===== config.mk =====
export PLATFORM = sky130hd
export DESIGN_NAME = logic_result_fifo_flat
export DESIGN_NICKNAME = d
export VERILOG_FILES = /design/src/rtl/logic_result_fifo_if.sv /design/src/rtl/logic_result_fifo.sv /design/src/flat_wrapper.sv
export SDC_FILE = /design/constraint.sdc
export NUM_CORES = 1
export LEC_CHECK = 0
export CAP_MARGIN = 10
export CORE_MARGIN = 1.5
export CORE_UTILIZATION = 58
export DETAILED_ROUTE_END_ITERATION = 8
export DONT_BUFFER_PORTS = 1
export GPL_ROUTABILITY_DRIVEN = 0
export PLACE_DENSITY = 0.74
export SKIP_CTS_REPAIR_TIMING = 1
export SYNTH_ARGS = -nofsm -noshare
export SYNTH_HDL_FRONTEND = slang
export SYNTH_SLANG_ARGS = --single-unit

===== constraint.sdc =====
create_clock -name clk -period 2.3 [get_ports clk]
set_input_delay 0.46 -clock clk [delete_from_list [all_inputs] [get_ports clk]]
set_output_delay 0.46 -clock clk [all_outputs]
set_load 0.03 [all_outputs]

===== src/rtl/logic_result_fifo_if.sv =====
// Handshake bundle between a bitwise result producer, logic_result_fifo and its consumer.
// Optional head-word flags appear when RESULT_FLAGS_EN is defined.
interface logic_result_fifo_if #(
  parameter int WIDTH = 32,
  parameter int DEPTH = 4
);
  localparam int CW = $clog2(DEPTH) + 1;

  logic [WIDTH-1:0] in_data;
  logic             in_valid;
  logic             in_ready;
  logic [WIDTH-1:0] out_data;
  logic             out_valid;
  logic             out_ready;
  logic [CW-1:0]    count;
`ifdef RESULT_FLAGS_EN
  logic             out_zero;
  logic             out_ones;

  modport master (
    output in_data, in_valid, out_ready,
    input  in_ready, out_data, out_valid, count, out_zero, out_ones
  );
  modport slave (
    input  in_data, in_valid, out_ready,
    output in_ready, out_data, out_valid, count, out_zero, out_ones
  );
`else
  modport master (
    output in_data, in_valid, out_ready,
    input  in_ready, out_data, out_valid, count
  );
  modport slave (
    input  in_data, in_valid, out_ready,
    output in_ready, out_data, out_valid, count
  );
`endif
endinterface


===== src/rtl/logic_result_fifo.sv =====
// First-word fall-through FIFO buffering bitwise-unit results; ready/valid on both sides.
// Define RESULT_FLAGS_EN to store per-entry zero/all-ones flags and expose them for the head word.
module logic_result_fifo #(
  parameter int WIDTH = 32,
  parameter int DEPTH = 4
) (
  input logic               clk,
  input logic               rst,
  logic_result_fifo_if.slave bus
);
  localparam int AW = $clog2(DEPTH);
  localparam int CW = AW + 1;
  localparam logic [CW-1:0] CNT_ONE  = {{(CW-1){1'b0}}, 1'b1};
  localparam logic [CW-1:0] CNT_ZERO = {CW{1'b0}};
  localparam logic [CW-1:0] CNT_FULL = CW'(DEPTH);
  localparam logic [AW-1:0] PTR_ONE  = {{(AW-1){1'b0}}, 1'b1};

  logic [WIDTH-1:0] mem_r [DEPTH];
  logic [AW-1:0]    wr_ptr_r;
  logic [AW-1:0]    rd_ptr_r;
  logic [CW-1:0]    count_r;
  logic [CW-1:0]    count_next_s;
  logic             in_ready_r;
  logic             out_valid_r;
  logic             push_s;
  logic             pop_s;

  // Handshake qualifiers depend only on registered state, never on out_ready for in_ready.
  assign push_s = bus.in_valid & in_ready_r;
  assign pop_s  = out_valid_r & bus.out_ready;

  // Occupancy next-state from push/pop combination.
  always_comb begin
    count_next_s = count_r;
    case ({push_s, pop_s})
      2'b10:   count_next_s = count_r + CNT_ONE;
      2'b01:   count_next_s = count_r - CNT_ONE;
      default: count_next_s = count_r;
    endcase
  end

  // Pointers, count and registered status flags; pointers wrap naturally at DEPTH.
  always_ff @(posedge clk or posedge rst) begin
    if (rst) begin
      wr_ptr_r    <= {AW{1'b0}};
      rd_ptr_r    <= {AW{1'b0}};
      count_r     <= CNT_ZERO;
      in_ready_r  <= 1'b1;
      out_valid_r <= 1'b0;
    end else begin
      if (push_s) wr_ptr_r <= wr_ptr_r + PTR_ONE;
      if (pop_s)  rd_ptr_r <= rd_ptr_r + PTR_ONE;
      count_r     <= count_next_s;
      in_ready_r  <= (count_next_s != CNT_FULL);
      out_valid_r <= (count_next_s != CNT_ZERO);
    end
  end

  // Data storage is not reset; stale words are unreachable once pointers clear.
  always_ff @(posedge clk) begin
    if (push_s) mem_r[wr_ptr_r] <= bus.in_data;
  end

  assign bus.in_ready  = in_ready_r;
  assign bus.out_valid = out_valid_r;
  assign bus.out_data  = mem_r[rd_ptr_r];
  assign bus.count     = count_r;

`ifdef RESULT_FLAGS_EN
  function automatic logic is_zero(input logic [WIDTH-1:0] d);
    return (d == {WIDTH{1'b0}});
  endfunction

  function automatic logic is_ones(input logic [WIDTH-1:0] d);
    return (&d);
  endfunction

  logic [DEPTH-1:0] zero_mem_r;
  logic [DEPTH-1:0] ones_mem_r;

  // Flags computed once at push time and stored beside the word.
  always_ff @(posedge clk) begin
    if (push_s) begin
      zero_mem_r[wr_ptr_r] <= is_zero(bus.in_data);
      ones_mem_r[wr_ptr_r] <= is_ones(bus.in_data);
    end
  end

  assign bus.out_zero = zero_mem_r[rd_ptr_r] & out_valid_r;
  assign bus.out_ones = ones_mem_r[rd_ptr_r] & out_valid_r;
`endif
endmodule


===== src/flat_wrapper.sv =====
// flat-port wrapper written by rule: the top's interface ports become plain ports
module logic_result_fifo_flat 
#(
  parameter int WIDTH = 32,
  parameter int DEPTH = 4
)
  (clk, rst, bus_in_data, bus_in_valid, bus_out_ready, bus_in_ready, bus_out_data, bus_out_valid, bus_count);
  logic_result_fifo_if #(.WIDTH(WIDTH), .DEPTH(DEPTH)) bus_i ();
  input logic clk;
  input logic rst;
  input wire logic [$bits(bus_i.in_data)-1:0] bus_in_data;
  input wire logic [$bits(bus_i.in_valid)-1:0] bus_in_valid;
  input wire logic [$bits(bus_i.out_ready)-1:0] bus_out_ready;
  output wire logic [$bits(bus_i.in_ready)-1:0] bus_in_ready;
  output wire logic [$bits(bus_i.out_data)-1:0] bus_out_data;
  output wire logic [$bits(bus_i.out_valid)-1:0] bus_out_valid;
  output wire logic [$bits(bus_i.count)-1:0] bus_count;
  assign bus_i.in_data = bus_in_data;
  assign bus_i.in_valid = bus_in_valid;
  assign bus_i.out_ready = bus_out_ready;
  assign bus_in_ready = bus_i.in_ready;
  assign bus_out_data = bus_i.out_data;
  assign bus_out_valid = bus_i.out_valid;
  assign bus_count = bus_i.count;
  logic_result_fifo #(.WIDTH(WIDTH), .DEPTH(DEPTH)) u_core (.clk(clk), .rst(rst), .bus(bus_i));
endmodule

### Word level (Yosys, flattened, before mapping)

Memory sizes are Yosys's and may differ from the RTL's.
Index checks and enable logic that the tools add are counted.

* register bits after elaboration: 9
* bits in writable memories: 128
* input bits: 36
* output and inout port bits: 37
* logic and storage cells: 19
* memories kept: 1

* add/sub/neg operators: 4
* eq/ne operators: 3
* mux-type cells: 3
* bitwise logic cells: 2
* reduce and logical (&&, ||, !) cells: 1

Memories
* u_core.mem_r: words 4, bits a word 32, rd ports 1, clocked after Yosys merged registers in 0, wr ports 1, RTL line logic_result_fifo.sv:18 `logic [WIDTH-1:0] mem_r [DEPTH];`

Operators by type and width (count)
* one-hot mux 3 bit (2 select lines): 1
* adder 2 x 1 -> 2 bit, second input constant: 2
* adder 3 x 1 -> 3 bit, second input constant: 1
* inequality test 3 bit, second input constant: 1
* nonzero test 3 bit: 1
* subtractor 3 x 1 -> 3 bit, second input constant: 1
* bitwise AND 1 bit: 2
* == test 2 x 1 -> 1 bit, second input constant: 1
* == test 2 bit, second input constant: 1
* two-way mux 1 bit: 2

### Logic depth before layout (Yosys ltp)

Gate-level depths: netlist of the first run.

* depth in word-level cells: 4
* depth in mapped cells: 6
* gate-level depth less buffers: 6

### Least setup slack after synthesis of the first run

Ideal clock, no wire load.

* path kind: flip-flop to flip-flop
* from: reg u_core.in_ready_r (netlist: u_core.bus.in_ready)
* to: reg u_core.out_valid_r (netlist: u_core.bus.out_valid)
* library setup time: 0.142 ns
* arrival: 1.857 ns
* data required time: 2.158 ns
* slack: 0.301 ns
* stages on the path, launching flop included: 7
* clock period less this slack: 1.999 ns
* cells stage by stage: dfstp_2 > nand2_1 > ha_1 > fa_1 > xnor2_1 > o21ai_0 > o221ai_1

* longest elaborated chain between the ends: 4

RTL lines
* from (decl): RTL line logic_result_fifo.sv:23 `logic in_ready_r;`
* from (signal assigned): RTL line logic_result_fifo.sv:54 `in_ready_r <= (count_next_s != CNT_FULL);`
* bitwise AND 1 bit (*): RTL line logic_result_fifo.sv:29 `assign push_s = bus.in_valid & in_ready_r;`
* == test 2 x 1 -> 1 bit or == test 2 bit (tied branches): RTL line logic_result_fifo.sv:35 `case ({push_s, pop_s})`
* one-hot mux 3 bit (2 select lines) (*): RTL line logic_result_fifo.sv:35
* nonzero test 3 bit (*): RTL line logic_result_fifo.sv:55 `out_valid_r <= (count_next_s != CNT_ZERO);`
* to (signal assigned): RTL line logic_result_fifo.sv:55
* to (decl): RTL line logic_result_fifo.sv:24 `logic out_valid_r;`

Every way passes the cells marked *; elsewhere a longest branch is shown, timed or not.
A chain may end at the register's enable or synchronous reset.

### Worst setup path after layout of the first run

* from: reg u_core.rd_ptr_r[0]
* to: out bus_out_data[3]

* longest elaborated chain between the ends: 1

RTL lines
* from (decl): RTL line logic_result_fifo.sv:20 `logic [AW-1:0] rd_ptr_r;`
* from (signal assigned): RTL line logic_result_fifo.sv:46 `rd_ptr_r <= {AW{1'b0}};`
* from (signal assigned): RTL line logic_result_fifo.sv:52 `if (pop_s) rd_ptr_r <= rd_ptr_r + PTR_ONE;`
* memory read (4 x 32 bit)
* to (decl): RTL line flat_wrapper.sv:15 `output wire logic [$bits(bus_i.out_data)-1:0] bus_out_data;`

Every way passes these cells.

==> impl_metrics.toml, run 1 <==
[yosys]
synth.top_cells.by_count = "128 x sky130_fd_sc_hd__edfxtp_1, 28 x sky130_fd_sc_hd__mux4_2, 8 x sky130_fd_sc_hd__dfrtp_1"
ys_top_cells_by_area = "sky130_fd_sc_hd__edfxtp_1 75%, sky130_fd_sc_hd__mux4_2 12%, sky130_fd_sc_hd__dfrtp_1 3.9%"
synth_area_per_cell_um2 = 24.7
number_of_synthesized_flops_with_an_enable_pin = 128
synth_most_common_cell = "sky130_fd_sc_hd__edfxtp_1"
synth-async-reset-ratio_pct = 6.57
synth.net_count = 251
synth-main-ff-cell = "sky130_fd_sc_hd__edfxtp_1"
postSynthCellCount = 209
synth.lib_cells_used.distinct = 24
synthesis.area_mm2 = 0.00516
synthesis.yosys.warnings = 0
ys_seq_area_share_pct = 78.9
ys_ff_latch = 137
synth.largest_area_cell = "sky130_fd_sc_hd__edfxtp_1"
synth_largest_type_area_fraction_pct = 74.5

[global_routing]
grt_first_pass_wirelength_um = 13000
grt_util_all_layers_pct = 19.0
grt_remaining_overflow = 0
grt_antenna_before_repair = 0
grt_start_max_net_pins = 24
vias_in_the_first_global_route = 2406

[die]
floorplan.die.height_um = 97.3
std_cell_rows = 34
die_footprint_mm2 = 0.00947
start_util_pct = 59.4
boundaryPins = 73
die_width_um = 97.3
total_core_area_mm2 = 0.00868

[detailed_routing]
drt-met1-wl_um = 3160
wirelength_um = 8130
drt_via_density = 5.92
detailroute.wirelength.met2_um = 4330
route.detailed.wl_per_inst_um = 22.5
met3_length_um = 600
detail-route-antenna-nets = 0
num_vias = 2142
first_pass_iters = 4
top_signal_layer_used = "met4"
drc = 0
drt-initial-drc-count = 130

[timing]
finalSetupViolCount = 0
grt_setup_unrepaired = "yes"
timing.clock.skew_ps = 10.1
timing_worst_slew_pin_value_ps = 483
layout_min_cycle_time_ps = 2260
final.setup.tns_ps = 0
hold_slack_ps = 51.2
max_clock_freq_mhz = 442
slew_violations = 0
finalHoldViolCount = 0
fin_crit_sh_pct = 98.3
relSlewSlack_pct = 67.8

[worst_setup_path]
worst_setup_path_start_kind = "flip-flop"
timing.critical_path.slowest_stage_cell = "sky130_fd_sc_hd__mux4_2"
cp_data_arrival_time_ps = 1800
worst_ep_required_time_ps = 1840
setup.worst_path.class = "flip-flop to primary output"
slowest_delay_ps = 610
crit_fanout = 11
critical_path.cell_chain = "buf_12 -> buf_4 -> mux4_2"
endpoint_kind = "primary output"

[clock_network]
clk_pin_slew_ps = 60
root_buffer = "sky130_fd_sc_hd__clkbuf_8"
cts.sink_count = 137
tritoncts.num_buffers = 17
ctsLongestPathBuffers = 2
cts_tree = "done"
clk-insertion-delay-late_ps = 500
cts.htree.levels = 4

[power_and_ir_drop]
leakagePower_nw = 2.02
power.density_cell_area_mw_per_mm2 = 1470
vdd_ir_drop_max_v = 0.000824

[flow_run]
max_cap_violations = 0

[outcome]
status = "complete, no violations"

[final_layout]
number_of_nets_in_the_finished_design = 283
area_growth_pct = 16.9
drive_above_1_share_pct = 34.3
n_antenna_cell = 0
final_cell_count_no_fill = 362

[hold_path]
worstHoldPathType = "primary input to flip-flop"

[placement]
post-dp-hpwl_um = 5290
place_inst = 322
placement.io_buffers = 0
==> path summary, 6_finish.rpt <==
kind                                           startpoint                        endpoint  slack (ps)  depth (start not counted)
max in group asynchronous                             rst   u_core.bus.in_ready$_DFF_PP1_        1640                          2
min                                       bus_in_data[14]   u_core.mem_r[1][14]$_DFFE_PP_          50                          0
max                        u_core.rd_ptr_r[0]$_DFFE_PP0N_                 bus_out_data[3]          40                          3
max reg2reg                u_core.bus.out_valid$_DFF_PP0_  u_core.bus.out_valid$_DFF_PP0_         220                          6
min in group asynchronous                             rst   u_core.bus.count[2]$_DFF_PP0_         370                          2
min reg2reg                u_core.wr_ptr_r[0]$_DFFE_PP0P_  u_core.wr_ptr_r[0]$_DFFE_PP0P_         570                          1
==> power breakdown <==
part           switching (mW)  total [mW]  internal (mW)
registers               0.249        3.53           3.28
logic                    1.67        2.73           1.06
clock network           0.970        2.63           1.66
==> kinds of logic (layout without fill, tap and decap cells) <==
kind of cell | after synthesis | in the layout | share of synthesized area (%)
adders and majority gates | 6 | 6 | 1.60
xor gates and xnor gates | 6 | 6 | 1.02
muxes | 34 | 34 | 14.7
AOI/OAI and AO/OA | 4 | 4 | 0.461
and+or+nand+nor | 11 | 11 | 1.36
DFF | 137 | 137 | 78.9
buffers and inverters | 11 | 56 | 1.96
==> layout make-up <==
class / instances / area (um2)
Clock inverter: 13 / 168
Sequential cell: 137 / 4070
Tap cell: 108 / 135
Timing Repair Buffer: 21 / 230
Multi-Input combinational cell: 61 / 992
Clock buffer: 19 / 422
Inverter: 3 / 11.3
Fill cell: 538 / 2650
==> metal layers <==
metal	vias to the layer above	GRT usage, %
met2	86	31.9
met5	-	0
li1	949	-
met3	2	8.13
met1	1105	22.4
met4	0	5.93
==> critical path, delay by kind of cell (launching register included) <==
family / cells / cell delay [ps]
buffers and inverters: 2 / 280
multiplexers: 1 / 610
flip-flops: 1 / 410
==> through the flow <==
step                setup slack, ps  utilization (%)  area (um2)  power, mW
detailed placement              239             61.6        5350       6.18
global route                  -27.3             69.5        6030       9.25
floorplan                       301                -        5160       5.74
finish                         40.0             69.5        6030       8.89
CTS                           -83.1             68.4        5930       8.79
global placement                337             61.6        5350       6.06
==> cells in the final DEF (no fill, tap or decap), types with 2 or more instances in the layout <==
| master | Yosys | final |
|---|---|---|
| sky130_fd_sc_hd__clkbuf_16 | 0 | 16 |
| sky130_fd_sc_hd__buf_6 | 1 | 2 |
| sky130_fd_sc_hd__edfxtp_1 | 128 | 128 |
| sky130_fd_sc_hd__nand2_1 | 2 | 2 |
| sky130_fd_sc_hd__ha_1 | 5 | 5 |
| sky130_fd_sc_hd__bufinv_16 | 0 | 3 |
| sky130_fd_sc_hd__inv_6 | 0 | 3 |
| sky130_fd_sc_hd__xnor2_1 | 5 | 5 |
| sky130_fd_sc_hd__inv_1 | 3 | 3 |
| sky130_fd_sc_hd__o21ai_0 | 2 | 2 |
| sky130_fd_sc_hd__buf_12 | 3 | 5 |
| sky130_fd_sc_hd__nor3b_1 | 2 | 2 |
| sky130_fd_sc_hd__dfrtp_1 | 8 | 7 |
| sky130_fd_sc_hd__mux2_2 | 2 | 2 |
| sky130_fd_sc_hd__and3_2 | 0 | 4 |
| sky130_fd_sc_hd__mux4_2 | 28 | 28 |
| sky130_fd_sc_hd__clkbuf_1 | 1 | 2 |
| sky130_fd_sc_hd__clkinvlp_4 | 0 | 5 |
| sky130_fd_sc_hd__buf_4 | 0 | 13 |
| sky130_fd_sc_hd__mux4_1 | 4 | 4 |
==> registers in the layout, indices dropped and copies added, names as in the netlist <==
signal / count
u_core.rd_ptr_r: 2
u_core.mem_r: 128
u_core.bus.out_valid: 1
u_core.bus.in_ready: 1
u_core.wr_ptr_r: 2
u_core.bus.count: 3
Power figures use the tool's default switching activity.
==> run 2: changes to the inputs <==
CORE_ASPECT_RATIO = 1.1   (was unset)
TNS_END_PERCENT = 20   (was unset)
==> impl_metrics.toml, run 2 (same netlist as run 1, synthesis figures left out) <==
[outcome]
status = "complete, but fails checks"
failing_checks = "negative setup slack"

[power_and_ir_drop]
leakagePower_nw = 2.03
power_switching_mw = 3.06
p_seq_share_pct = 39.3
pwr-share-clk_pct = 28.8
total_power_mw = 9.06
combPwrFrac_pct = 31.9
power.switching_fraction_pct = 33.7
power.density_cell_area_mw_per_mm2 = 1490
vdd_ir_drop_max_v = 0.000737
power.internal_mw = 6.01

[clock_network]
root_buffer = "sky130_fd_sc_hd__clkbuf_8"
tritoncts.num_buffers = 17
ctsLongestPathBuffers = 2
cts.sink_count = 137
cts_tree = "done"
cts.htree.levels = 4
clk_pin_slew_ps = 70
clk-insertion-delay-late_ps = 510

[detailed_routing]
detail-route-antenna-nets = 0
num_vias = 2237
top_signal_layer_used = "met4"
drc = 0
drt-met1-wl_um = 3540
route.detailed.wl_per_inst_um = 26.2
wirelength_um = 9630
first_pass_iters = 4
detailroute.wirelength.met2_um = 5290
met3_length_um = 651
drt-initial-drc-count = 123
drt_via_density = 6.10

[timing]
fin_crit_sh_pct = 102
finalSetupViolCount = 15
relSlewSlack_pct = 67.6
grt_setup_unrepaired = "yes"
timing_worst_slew_pin_value_ps = 486
finalHoldViolCount = 0
timing.clock.skew_ps = 9.27
max_clock_freq_mhz = 426
layout_min_cycle_time_ps = 2350
post-route-worst-setup-slack_ps = -48.5
slew_violations = 0

[worst_setup_path]
endpoint_kind = "primary output"
setup.worst_path.class = "flip-flop to primary output"
cp_data_arrival_time_ps = 1890
critical_path.n_buffers_inverters = 2
timing.rr.start = "u_core.bus.in_ready$_DFF_PP1_"
critical_path.top_delay_family = "multiplexers"
critical_path.startpoint = "u_core.rd_ptr_r[0]$_DFFE_PP0N_"
worst_setup_path_start_kind = "flip-flop"
crit_fanout = 5
worst_r2r_endpoint = "u_core.bus.out_valid$_DFF_PP0_"
critical_path.cell_chain = "buf_12 -> clkbuf_16 -> mux4_2"
regToRegSetupSlack_ps = 250
number_of_cells_on_the_critical_path = 3
slowest_delay_ps = 540
worst_ep_required_time_ps = 1840
timing.critical_path.slowest_stage_cell = "sky130_fd_sc_hd__mux4_2"
worst-r2r-cell-count = 5

[placement]
post_dp_cell_area_mm2 = 0.00539
placement.io_buffers = 0
dpl_worst_slack_ps = 232
post-dp-hpwl_um = 5580

[hold_path]
min_to = "u_core.mem_r[1][13]$_DFFE_PP_"
hold_path_depth = 0
min_from = "bus_in_data[13]"
worstHoldPathType = "primary input to flip-flop"

[flow_run]
max_cap_violations = 0

[final_layout]
final_core_density_pct = 71.6
largest_reg_flops = 128
area_growth_pct = 17.9
final_design_area_no_fill_mm2 = 0.00608
registers.top_by_ff_count = "u_core.mem_r"
n_antenna_cell = 0
drive_above_1_share_pct = 36.3
most_common_cell_after_layout_fill_and_taps_aside = "sky130_fd_sc_hd__edfxtp_1"
number_of_nets_in_the_finished_design = 285
most-common-layout-cells = "128 x sky130_fd_sc_hd__edfxtp_1, 31 x sky130_fd_sc_hd__mux4_2, 17 x sky130_fd_sc_hd__clkbuf_16, 9 x sky130_fd_sc_hd__buf_4"

[die]
boundaryPins = 73
std_cell_rows = 35
die_footprint_mm2 = 0.00947
floorplan.die.height_um = 102
start_util_pct = 60.7
die_width_um = 92.9
total_core_area_mm2 = 0.00850

[global_routing]
vias_in_the_first_global_route = 2444
grt_start_max_net_pins = 22
grt_first_pass_wirelength_um = 14000
grt_antenna_before_repair = 0
grt_util_all_layers_pct = 21.3
grt_remaining_overflow = 0
==> run 2: cell count changes in the layout (fill, tap and decap cells not counted), moves of 2 or more <==
cell	change
sky130_fd_sc_hd__buf_4	-4
sky130_fd_sc_hd__buf_6	+3
sky130_fd_sc_hd__clkinv_4	+3
sky130_fd_sc_hd__mux4_1	-3
sky130_fd_sc_hd__mux4_2	+3
sky130_fd_sc_hd__buf_12	+2
sky130_fd_sc_hd__clkbuf_1	-2
sky130_fd_sc_hd__clkinvlp_4	-2
sky130_fd_sc_hd__inv_6	+2
==> run 2: final cells by class <==
type | instances | area [um2]
Inverter | 3 | 11.3
Multi-Input combinational cell | 61 | 981
Sequential cell | 137 | 4070
Clock buffer | 17 | 414
Fill cell | 500 | 2410
Clock inverter | 15 | 165
Tap cell | 111 | 139
Timing Repair Buffer | 23 | 299
==> run 2: worst reg2reg max path: cells and delay by family, from the launching register on <==
family	cells	cell delay, ps
compound gates	1	180
flops	1	530
simple gates	2	470
fa+ha+maj	2	730
==> run 2: stage by stage <==
stage	setup TNS (ps)	hold WS, ps	cells
6_report	-544	40.1	367
5_1_grt	-1710	7.14	367
3_3_place_gp	0	324	325
3_5_place_dp	0	343	325
4_1_cts	-4970	-200	357
2_1_floorplan	0	287	209
==> run 2: worst max path at each step <==
stage	end	slack [ps]
global placement	bus_out_data[20]	360
floorplan	u_core.bus.out_valid$_DFF_PP0_	300
global route	bus_out_data[14]	-100
CTS	bus_out_data[17]	-210
finish	bus_out_data[5]	-50
detailed placement	u_core.bus.out_valid$_DFF_PP0_	230
==> run 2: power by group through the flow <==
stage / Clock (mW) / Combinational, mW / Sequential (mW)
2_1_floorplan: 0 / 2.23 / 3.52
3_3_place_gp: 0 / 2.51 / 3.58
3_5_place_dp: 0 / 2.63 / 3.62
4_1_cts: 2.64 / 2.63 / 3.58
5_1_grt: 2.76 / 3.05 / 3.60
6_report: 2.61 / 2.90 / 3.56
==> run 2: metal layers <==
layer  vias to the layer above  track usage [%]
met5                         -                0
li1                        951                -
met4                         0             10.1
met3                        16             7.37
met1                      1162             25.1
met2                       108             35.6
